===== src/rtl/feed_msg_tx.sv =====
// Market-data record transmitter. A small FIFO buffers parsed tick records, and each record
// is sent as a two-beat Avalon-ST packet: a header stamped with a sequence number, then a body.
module feed_msg_tx #(
  parameter int          FIFO_DEPTH = 4,
  parameter logic [15:0] SEQ_INIT   = 16'h0000
) (
  input  logic                          clk,
  input  logic                          reset_n,
  input  logic                          in_valid,
  output logic                          in_ready,
  input  logic [7:0]                    in_type,
  input  logic [15:0]                   in_symbol,
  input  logic [31:0]                   in_price,
  input  logic [31:0]                   in_volume,
  output logic                          dec_valid,
  input  logic                          dec_ready,
  output logic [63:0]                   dec_data,
  output logic                          dec_sop,
  output logic                          dec_eop,
  output logic [15:0]                   seq_num,
  output logic [$clog2(FIFO_DEPTH):0]   fifo_level
);

  localparam int AW = $clog2(FIFO_DEPTH);

  typedef struct packed {
    logic [7:0]  typ;
    logic [15:0] symbol;
    logic [31:0] price;
    logic [31:0] volume;
  } rec_t;

  typedef enum logic [1:0] {IDLE, HDR, BODY} state_t;

  rec_t        mem [FIFO_DEPTH];
  logic [AW:0] wr_ptr;
  logic [AW:0] rd_ptr;
  logic        full;
  logic        empty;
  logic        push;
  logic        pop;
  rec_t        head_rec;
  rec_t        in_rec;
  logic [63:0] body_hold;
  state_t      state;

  function automatic logic [63:0] hdr_beat(input rec_t r, input logic [15:0] seq);
    hdr_beat = {24'h00_0000, r.symbol, seq, r.typ};
  endfunction

  function automatic logic [63:0] body_beat(input rec_t r);
    body_beat = {r.price, r.volume};
  endfunction

  // Pointers carry one extra wrap bit so full and empty are distinguishable.
  assign full     = ((wr_ptr ^ rd_ptr) == {1'b1, {AW{1'b0}}});
  assign empty    = (wr_ptr == rd_ptr);
  assign in_ready = !full;
  assign push     = in_valid && in_ready;
  assign pop      = !empty && ((state == IDLE) || ((state == BODY) && dec_ready));
  assign head_rec = mem[rd_ptr[AW-1:0]];
  assign in_rec   = '{typ: in_type, symbol: in_symbol, price: in_price, volume: in_volume};

  always_ff @(posedge clk) begin
    if (push) begin
      mem[wr_ptr[AW-1:0]] <= in_rec;
    end
  end

  always_ff @(posedge clk) begin
    if (pop) begin
      body_hold <= body_beat(head_rec);
    end
  end

  always_ff @(posedge clk or negedge reset_n) begin
    if (!reset_n) begin
      wr_ptr     <= '0;
      rd_ptr     <= '0;
      fifo_level <= '0;
    end else begin
      if (push) begin
        wr_ptr <= wr_ptr + (AW+1)'(1);
      end
      if (pop) begin
        rd_ptr <= rd_ptr + (AW+1)'(1);
      end
      case ({push, pop})
        2'b10:   fifo_level <= fifo_level + (AW+1)'(1);
        2'b01:   fifo_level <= fifo_level - (AW+1)'(1);
        default: fifo_level <= fifo_level;
      endcase
    end
  end

  // The sequence number advances on header acceptance, so the next header loaded
  // from BODY already carries the incremented value.
  always_ff @(posedge clk or negedge reset_n) begin
    if (!reset_n) begin
      state     <= IDLE;
      dec_valid <= 1'b0;
      dec_data  <= '0;
      dec_sop   <= 1'b0;
      dec_eop   <= 1'b0;
      seq_num   <= SEQ_INIT;
    end else begin
      case (state)
        IDLE: begin
          if (!empty) begin
            dec_data  <= hdr_beat(head_rec, seq_num);
            dec_sop   <= 1'b1;
            dec_eop   <= 1'b0;
            dec_valid <= 1'b1;
            state     <= HDR;
          end
        end
        HDR: begin
          if (dec_ready) begin
            seq_num  <= seq_num + 16'd1;
            dec_data <= body_hold;
            dec_sop  <= 1'b0;
            dec_eop  <= 1'b1;
            state    <= BODY;
          end
        end
        BODY: begin
          if (dec_ready) begin
            if (!empty) begin
              dec_data <= hdr_beat(head_rec, seq_num);
              dec_sop  <= 1'b1;
              dec_eop  <= 1'b0;
              state    <= HDR;
            end else begin
              dec_valid <= 1'b0;
              dec_sop   <= 1'b0;
              dec_eop   <= 1'b0;
              state     <= IDLE;
            end
          end
        end
        default: begin
          dec_valid <= 1'b0;
          state     <= IDLE;
        end
      endcase
    end
  end

endmodule

===== config.mk =====
export PLATFORM = sky130hd
export DESIGN_NAME = feed_msg_tx
export DESIGN_NICKNAME = d
export VERILOG_FILES = /design/src/rtl/feed_msg_tx.sv
export SDC_FILE = /design/constraint.sdc
export NUM_CORES = 1
export LEC_CHECK = 0
export ABC_CLOCK_PERIOD_IN_PS = 6400
export BUFFER_PORTS_ARGS = -buffer_cell sky130_fd_sc_hd__buf_4
export CAP_MARGIN = 10
export CORE_ASPECT_RATIO = 1.1
export CORE_MARGIN = 10
export CORE_UTILIZATION = 59
export DETAILED_ROUTE_END_ITERATION = 16
export PLACE_DENSITY = 0.8
export SYNTH_ARGS = -nofsm -noshare
export SYNTH_HDL_FRONTEND = slang
export SYNTH_SLANG_ARGS = --single-unit

===== constraint.sdc =====
create_clock -name clk -period 6.4 [get_ports clk]
set_clock_uncertainty 0.2 [all_clocks]
set_input_delay 1.28 -clock clk [delete_from_list [all_inputs] [get_ports clk]]
set_output_delay 1.28 -clock clk [all_outputs]
set_load 0.05 [all_outputs]

# Word level (Yosys, flattened, before mapping)
# Memories as Yosys holds them, arrays and structs flattened.
# Cells that the tools add are included.
[classes]
n_addsub = 5
n_eq_ne = 10
muxes = 23
n_bitwise = 2
n_reduce_logical = 14
[ops]
columns = ["cell", "count"]
rows = [
  ["64-bit 2-to-1 mux", 3],
  ["64-bit case mux with 3 select lines", 1],
  ["16-bit by 1-bit adder with 16-bit output (second input constant)", 1],
  ["1-bit 2-to-1 mux", 11],
  ["3-bit by 1-bit adder with 3-bit output (second input constant)", 3],
  ["1-bit case mux with 3 select lines", 3],
  ["2-bit != test (second input constant)", 4],
  ["4-bit AND reduction", 2],
  ["2-bit 2-to-1 mux", 3],
  ["2-bit case mux with 3 select lines", 1],
  ["3-bit case mux with 2 select lines", 1],
  ["3-bit AND reduction", 2],
  ["2-bit by 1-bit == test with 1-bit output (second input constant)", 2],
  ["2-bit == test (second input constant)", 2],
  ["3-bit == test", 1],
  ["3-bit == test (second input constant)", 1],
  ["1-bit logical AND", 3],
  ["3-bit nonzero test", 1],
  ["3-bit by 1-bit subtractor with 3-bit output (second input constant)", 1],
  ["3-bit XOR", 1],
  ["1-bit zero test", 2],
  ["2-bit zero test", 1],
  ["2-bit AND reduction", 1],
  ["2-bit nonzero test", 1],
  ["2 further kinds", 2],
]
[totals]
ff_bits = 158
mem_bits_rw = 352
inputBits = 92
out_inout_bits = 87
word_cells = 65
memories = 1
[mem_list]
columns = ["name", "depth", "word_bits", "rd", "rd_ports_with_merged_regs", "wr", "line", "text"]
rows = [
  ["mem", 4, 88, 1, 0, 1, "35", "rec_t mem [FIFO_DEPTH];"],
]

# Longest topological paths before layout
# Gate-level depths: netlist of run 1.
[logic_depth]
word_depth = 6
ltp_mapped = 9
ltp_nobuf = 8

# Worst setup path before layout of run 1
# No wires, ideal clock.
[synth_path]
kind = "input to register"
from = "input port dec_ready"
to = "register fifo_level[1]"
setup_ns = 0.125
t_arrival_ns = 5.807
t_required_ns = 6.075
path_slack_ns = 0.269
path_stages = 6
n_path_buf = 1
cell_sequence = "clkbuf_1 > nor2b_1 > a311oi_2 > ha_1 > fa_1 > mux2_2"
[synth_via]
elab_chain_cells = 5
word_cells_on_any_way = 7
classes_between = "2 x eq/ne; 1 x mux; 4 x reduce/logical"
[synth_rtl]
columns = ["element", "line", "text"]
rows = [
  ["start: declaration", "16", "input logic dec_ready,"],
  ["1-bit logical AND *", "60", "assign pop = !empty && ((state == IDLE) || ((state == BODY) && dec_ready));"],
  ["1-bit logical OR *", "60", ""],
  ["1-bit logical AND *", "60", ""],
  ["net pop", "41", "logic pop;"],
  ["2-bit by 1-bit == test with 1-bit output or 2-bit == test (tied branches)", "88", "case ({push, pop})"],
  ["3-bit case mux with 2 select lines or 2-bit nonzero test (tied branches)", "-", ""],
  ["end signal: assignment", "89", "2'b10: fifo_level <= fifo_level + (AW+1)'(1);"],
  ["end signal: assignment", "90", "2'b01: fifo_level <= fifo_level - (AW+1)'(1);"],
  ["end signal: assignment", "91", "default: fifo_level <= fifo_level;"],
  ["end: declaration", "21", "output logic [$clog2(FIFO_DEPTH):0] fifo_level"],
]
# The timed path passes the listed nets; every way through them passes the cells marked *.
# A chain may end at the register's enable or synchronous reset.

# Worst setup path after layout of run 1
[layout_path]
from = "register rd_ptr[0]"
to = "register dec_data[0]"
[layout_via]
elab_chain_cells = 4
word_cells_on_any_way = 5
classes_between = "1 x eq/ne; 3 x mux; 1 x memory"
[layout_rtl]
columns = ["element", "line", "text"]
rows = [
  ["start: declaration", "37", "logic [AW:0] rd_ptr;"],
  ["start signal: assignment", "86", "rd_ptr <= rd_ptr + (AW+1)'(1);"],
  ["memory read 4 x 88 bit or 3-bit == test (tied branches)", "-", ""],
  ["64-bit 2-to-1 mux *", "109, 128", ""],
  ["64-bit 2-to-1 mux", "127", "if (dec_ready) begin"],
  ["64-bit case mux with 3 select lines *", "107", "case (state)"],
  ["end signal: assignment", "110", "dec_data <= hdr_beat(head_rec, seq_num);"],
  ["end signal: assignment", "120", "dec_data <= body_hold;"],
  ["end signal: assignment", "129", "dec_data <= hdr_beat(head_rec, seq_num);"],
  ["end: declaration", "17", "output logic [63:0] dec_data,"],
]
# Mark *: on every way between the ends. The rest lies on a longest branch, timed or not. The select of a mux whose other input is x is not followed.

==> impl_metrics.ini, run 1 <==
[timing]
final-hold-violation-count = 0
period_needed_ns = 3.68
max_slew_margin = 0.265
layout_worst_path_cycle_share = 0.575
max_freq_ghz = 0.272
finalSetupTns_ns = 0
grt_setup_unrepaired = false
drv_slew = 0
finalSetupViolCount = 0
worst_slew_pin_slew_ns = 1.10

[die]
start_util = 0.597
num_rows = 69
die_h_um = 210
ioPinCount = 179
core_area_mm2 = 0.0323
dieArea_mm2 = 0.0403
dieWidth_um = 192

[clock_network]
h-tree-depth = 2
cts_root_buffer = clkbuf_16
postCtsHoldBufs = 0
cts_num_sinks = 510
cts_setup_buffers = 0
clk_latency_ns = 0.55
clkTransAtPathRegs_ns = 0.06
post_cts_resized = 0
clock_path_buffers = 3
cts_tree = built
cts_buffers = 48

[layout]
drive_above_1_share = 0.399
nFillCells = 1904
area_delta_synth_final_pct = 18.0
fin_nets = 1192
stdcell_area_mm2 = 0.0227

[drt]
vias_per_cell = 5.80
drtIter0Drc = 790
drc = 0
final_antenna_net_count = 0
wl_um = 39100
wire_per_inst_um = 25.1
vias = 9045
first_pass_iters = 5

[global_routing]
overflow = 0
track_usage = 0.195
antenna_found_initial = 2
grt_pass1_vias = 9764
grt_pass1_wl_um = 59700
grt_max_degree = 70

[status]
status = completed

[critical_path]
worstPathRequired_ns = 6.62
worst_setup_path_end_kind = register
path_max_fanout = 40
slowest_stage = dfrtp_4
worst_setup_path_start_kind = register
cpMostUsedCell = buf_4
crit_chain = buf_4, buf_4, mux4_2, mux2_2, mux2_1
cp.arrival_ns = 3.90
slowest_delay_ns = 0.76
path_buf_inv = 2
critPathKind = register to register
cp_top_family = buffers and inverters

[logic_synthesis]
synth.area.top_cells = edfxtp_1 65%, dfrtp_1 12%, mux4_2 10%, mux2_4 2.8%, mux2_2 2.5%
synth_mux_area_frac = 0.171
synth_edf_count = 416
synth_xor_area_frac = 0.0142
avgSynthCellArea_um2 = 21.7
synth_warnings = 0
ys_seq_elements = 510
synth-simple-area-share = 0.0157
netlist_instances = 888
ys.flop_type = edfxtp_1
synth_top_cell_area_share = 0.648
synth_top_family_by_area = multiplexers
synth.net_count = 988
synth_fa_ha_area_frac = 0.00558
seq_area_frac_synth = 0.770
yosysUniqueCellTypes = 44
synth_area_mm2 = 0.0193
synthArstFlopShare = 0.184
synth-compound-area-share = 0.00604
synth_top_area_cell = edfxtp_1

[place]
portBuffers = 178
gp_congestion = 0.782
placed_area_mm2 = 0.0211
dpl.hpwl_um = 22700

[hold_path]
min_path_type = register to register

[power_and_ir_drop]
ir_drop_uv = 404
p_leak_nw = 8.42
p_per_area_mw_per_mm2 = 550

[run]
maxCapViolations = 0
[worst reg2reg max path, cell delays in order (launching register included)]
cell and delay (ns):
dfrtp_4 0.76, buf_4 0.60, buf_4 0.74, mux4_2 0.68, mux2_2 0.27, mux2_1 0.29
[stage by stage]
step	worst slack (ns)	hold slack (ns)	util	std cells	power, W
after floorplan	0.269	0.293	-	888	0.00847
after detailed placement	2.43	0.264	0.652	1468	0.00960
after global placement	2.49	0.263	0.652	1468	0.00947
after global routing	2.40	0.303	0.704	1559	0.0130
final	2.72	0.302	0.704	1559	0.0125
after CTS	2.58	0.304	0.704	1558	0.0126
[synthesized netlist by cell type, types with 8 or more instances]
master	number
dfrtp_1	94
inv_1	32
buf_2	13
mux2_4	36
mux2i_1	24
xor2_1	8
xnor2_1	15
nand2_1	33
mux2_2	43
edfxtp_1	416
mux4_2	88
clkbuf_1	11
[worst paths after layout]
path,from,end,slack (ns),cells past startpoint
max,rd_ptr[0]$_DFFE_PN0P_,dec_data[0]$_DFFE_PN0P_,2.72,5
min,fifo_level[2]$_DFFE_PN0P_,fifo_level[2]$_DFFE_PN0P_,0.30,1
max reg2reg,rd_ptr[0]$_DFFE_PN0P_,dec_data[0]$_DFFE_PN0P_,2.72,5
min reg2reg,fifo_level[2]$_DFFE_PN0P_,fifo_level[2]$_DFFE_PN0P_,0.30,1
max in group asynchronous,reset_n,dec_data[51]$_DFFE_PN0P_,4.31,2
min in group asynchronous,reset_n,dec_data[6]$_DFFE_PN0P_,0.60,1
[layout make-up]
class                           instances  area, um^2  share of cell area
Multi-Input combinational cell        309        4120               0.181
Antenna cell                            1        2.50            0.000110
Inverter                               32         120             0.00528
Clock inverter                         26         314              0.0138
Timing Repair Buffer                  191        1430              0.0631
Sequential cell                       510       14900               0.653
Tap cell                              426         533              0.0234
Clock buffer                           64        1360              0.0599
[state kept, by name (all words and copies together), names as in the netlist, 2 cells and up]
name / count
mem: 352
wr_ptr: 3
state: 2
rd_ptr: 3
dec_data: 64
seq_num: 16
body_hold: 64
fifo_level: 3
[cells by family (layout without fill, tap and decap cells)]
| logic type | Yosys count | in the layout |
|---|---|---|
| xor+xnor | 26 | 26 |
| flops | 510 | 510 |
| other cells | 0 | 1 |
| fa+ha+maj | 8 | 8 |
| buf+inv | 69 | 313 |
| simple gates | 64 | 64 |
| mux | 195 | 195 |
| compound gates | 16 | 16 |
[per-layer routing]
layer  vias up  track usage  share of wire
met2       367        0.315           0.51
met3        67       0.0411          0.075
met1      4687        0.258           0.39
met4         2       0.0677          0.029
met5         -            0        0.00033
li1       3922            -              -
[power breakdown]
part | switching (W) | leakage (nW) | internal (W)
logic | 0.00240 | 2.58 | 0.00182
clock network | 0.00118 | 0.830 | 0.00178
registers | 0.000506 | 5.02 | 0.00481
[placed cells by master (no fill, tap or decap), types with 2 or more instances in the layout]
cell type,netlist,routed
edfxtp_1,416,416
buf_4,5,191
dfrtp_1,94,92
mux4_2,88,88
clkbuf_16,0,49
mux2_2,43,43
mux2_4,36,36
nand2_1,33,33
inv_1,32,32
mux2i_1,24,24
xnor2_1,15,15
clkinv_2,0,12
xor2_1,8,8
clkbuf_8,0,8
ha_1,7,7
bufinv_16,0,7
clkbuf_1,11,7
nor2_1,7,6
nand4_1,5,5
nand3_1,4,4
and2_4,0,4
mux2_1,4,4
a21oi_1,3,3
o21ai_0,3,3
clkinv_1,0,3
xnor2_4,2,2
or3_1,2,2
a21o_1,2,2
and3_1,2,2
inv_6,0,2
clkinvlp_4,0,2
dfrtp_4,0,2
Power figures use the tool's default switching activity.
==> run 2: changes to the inputs <==
- ABC_CLOCK_PERIOD_IN_PS: 6400 -> 3600
- clock period: 6.4 -> 3.6 ns (I/O delays scaled with it)
==> run 2 against run 1 <==
  * Wire length shrank 2.6%
  * Largest power group unchanged
  * Critical path depth is 3 higher
  * Fmax is 26% higher
  * Via count hardly changed
  * Largest cell class unchanged
  * Global-route usage fell by 0.23 points
  * Clock power is 64% higher
  * Clock-buffer cell count grew 1
  * Flip-flop and latch count unchanged
  * Non-clock buffer count grew 8
==> impl_metrics.ini, run 2 (synthesized netlist as in run 1, its figures left out) <==
[power_and_ir_drop]
power.share.clock = 0.221
p_per_area_mw_per_mm2 = 965
seq_power_share = 0.420
power.switching_w = 0.00718
ir_drop_uv = 663
switching_share = 0.327
pwr-share-comb = 0.359
intPower_w = 0.0148
p_leak_nw = 8.41

[die]
ioPinCount = 179
die_h_um = 210
start_util = 0.597
dieWidth_um = 192
num_rows = 69
dieArea_mm2 = 0.0403
core_area_mm2 = 0.0323

[layout]
stdcell_area_mm2 = 0.0228
post-route-util = 0.705
drive_above_1_share = 0.391
largest_reg_flops = 352
layout_common_cells = 416 x edfxtp_1, 189 x buf_4, 92 x dfrtp_1
area_delta_synth_final_pct = 18.2
fin_nets = 1200
final_common_cell = edfxtp_1

[drt]
first_pass_iters = 5
drc = 0
vias = 9052
wire_per_inst_um = 24.4
drtIter0Drc = 640
wl_um = 38100
vias_per_cell = 5.79
final_antenna_net_count = 0

[timing]
layout_worst_path_cycle_share = 0.810
worst_slew_pin_slew_ns = 0.820
finalSetupTns_ns = 0
max_freq_ghz = 0.343
drv_slew = 0
grt_setup_unrepaired = false
finalSetupViolCount = 0
max_slew_margin = 0.451
fin_hold_ws_ns = 0.0532
period_needed_ns = 2.91
final-hold-violation-count = 0

[status]
status = completed

[global_routing]
grt_max_degree = 91
track_usage = 0.192
overflow = 0
grt_pass1_vias = 9804
antenna_found_initial = 1
grt_pass1_wl_um = 59100

[clock_network]
clock_path_buffers = 3
cts_tree = built
cts_setup_buffers = 0
post_cts_resized = 0
postCtsHoldBufs = 0
cts_num_sinks = 510
h-tree-depth = 2
cts_buffers = 48
clkTransAtPathRegs_ns = 0.06
cts_root_buffer = clkbuf_16
clk_latency_ns = 0.54

[place]
gp_congestion = 0.756
placed_area_mm2 = 0.0213
dpl.hpwl_um = 22500
portBuffers = 178

[hold_path]
min_path_type = input pin to async pin

[critical_path]
path_max_fanout = 8
cp.arrival_ns = 3.14
timing.rr.start = wr_ptr[0]$_DFFE_PN0P_
r2r_slack_ns = 0.69
critPathKind = register to register
worstSetupStartpoint = wr_ptr[0]$_DFFE_PN0P_
worst_setup_path_start_kind = register
worstPathRequired_ns = 3.83
worst_setup_path_end_kind = register

[run]
maxCapViolations = 0
run 2: metrics by stage:
step                      total power [W]  setup WS, ns  instances
final                              0.0220         0.685       1564
after global routing               0.0230         0.448       1563
after CTS                          0.0222         0.629       1563
after detailed placement           0.0173         0.588       1476
after global placement             0.0171         0.598       1476
after floorplan                    0.0150        -0.601        888
run 2: path summary, 6_finish.rpt:
path,to,cells past startpoint
max,fifo_level[2]$_DFFE_PN0P_,8
min,dec_data[7]$_DFFE_PN0P_,1
max reg2reg,fifo_level[2]$_DFFE_PN0P_,8
min reg2reg,dec_data[0]$_DFFE_PN0P_,1
max in group asynchronous,dec_data[19]$_DFFE_PN0P_,2
min in group clk,mem[0][9]$_DFFE_PP_,1
run 2: layout make-up:
class | instances | area (um^2)
multi-input cells | 309 | 4130
clock buffers | 65 | 1290
flip-flops and latches | 510 | 14900
repair buffers | 199 | 1620
well taps | 426 | 533
fillers | 1938 | 9520
clock inverters | 22 | 234
diodes | 1 | 2.50
inverters | 32 | 120
run 2: critical path: stages, from the launching register on:
cell and delay, ns:
dfrtp_1 0.47, xnor2_4 0.22, a31oi_1 0.70, inv_1 0.11
ha_1 0.26, fa_1 0.45, xnor2_1 0.18, nor2_1 0.07
xor2_1 0.14
run 2: power by group through the flow:
stage / Sequential (W) / Clock, W / Combinational, W
finish: 0.00922 / 0.00486 / 0.00789
global route: 0.00938 / 0.00520 / 0.00840
CTS: 0.00923 / 0.00496 / 0.00802
detailed placement: 0.00932 / 0 / 0.00798
global placement: 0.00924 / 0 / 0.00783
floorplan: 0.0103 / 0 / 0.00467
run 2: routing by layer:
metal | vias to the layer above | part of all wire | track usage
li1 | 3958 | - | -
met1 | 4745 | 0.40 | 0.258
met2 | 292 | 0.51 | 0.318
met3 | 55 | 0.063 | 0.0386
met4 | 2 | 0.020 | 0.0514
met5 | - | 0.00052 | 0
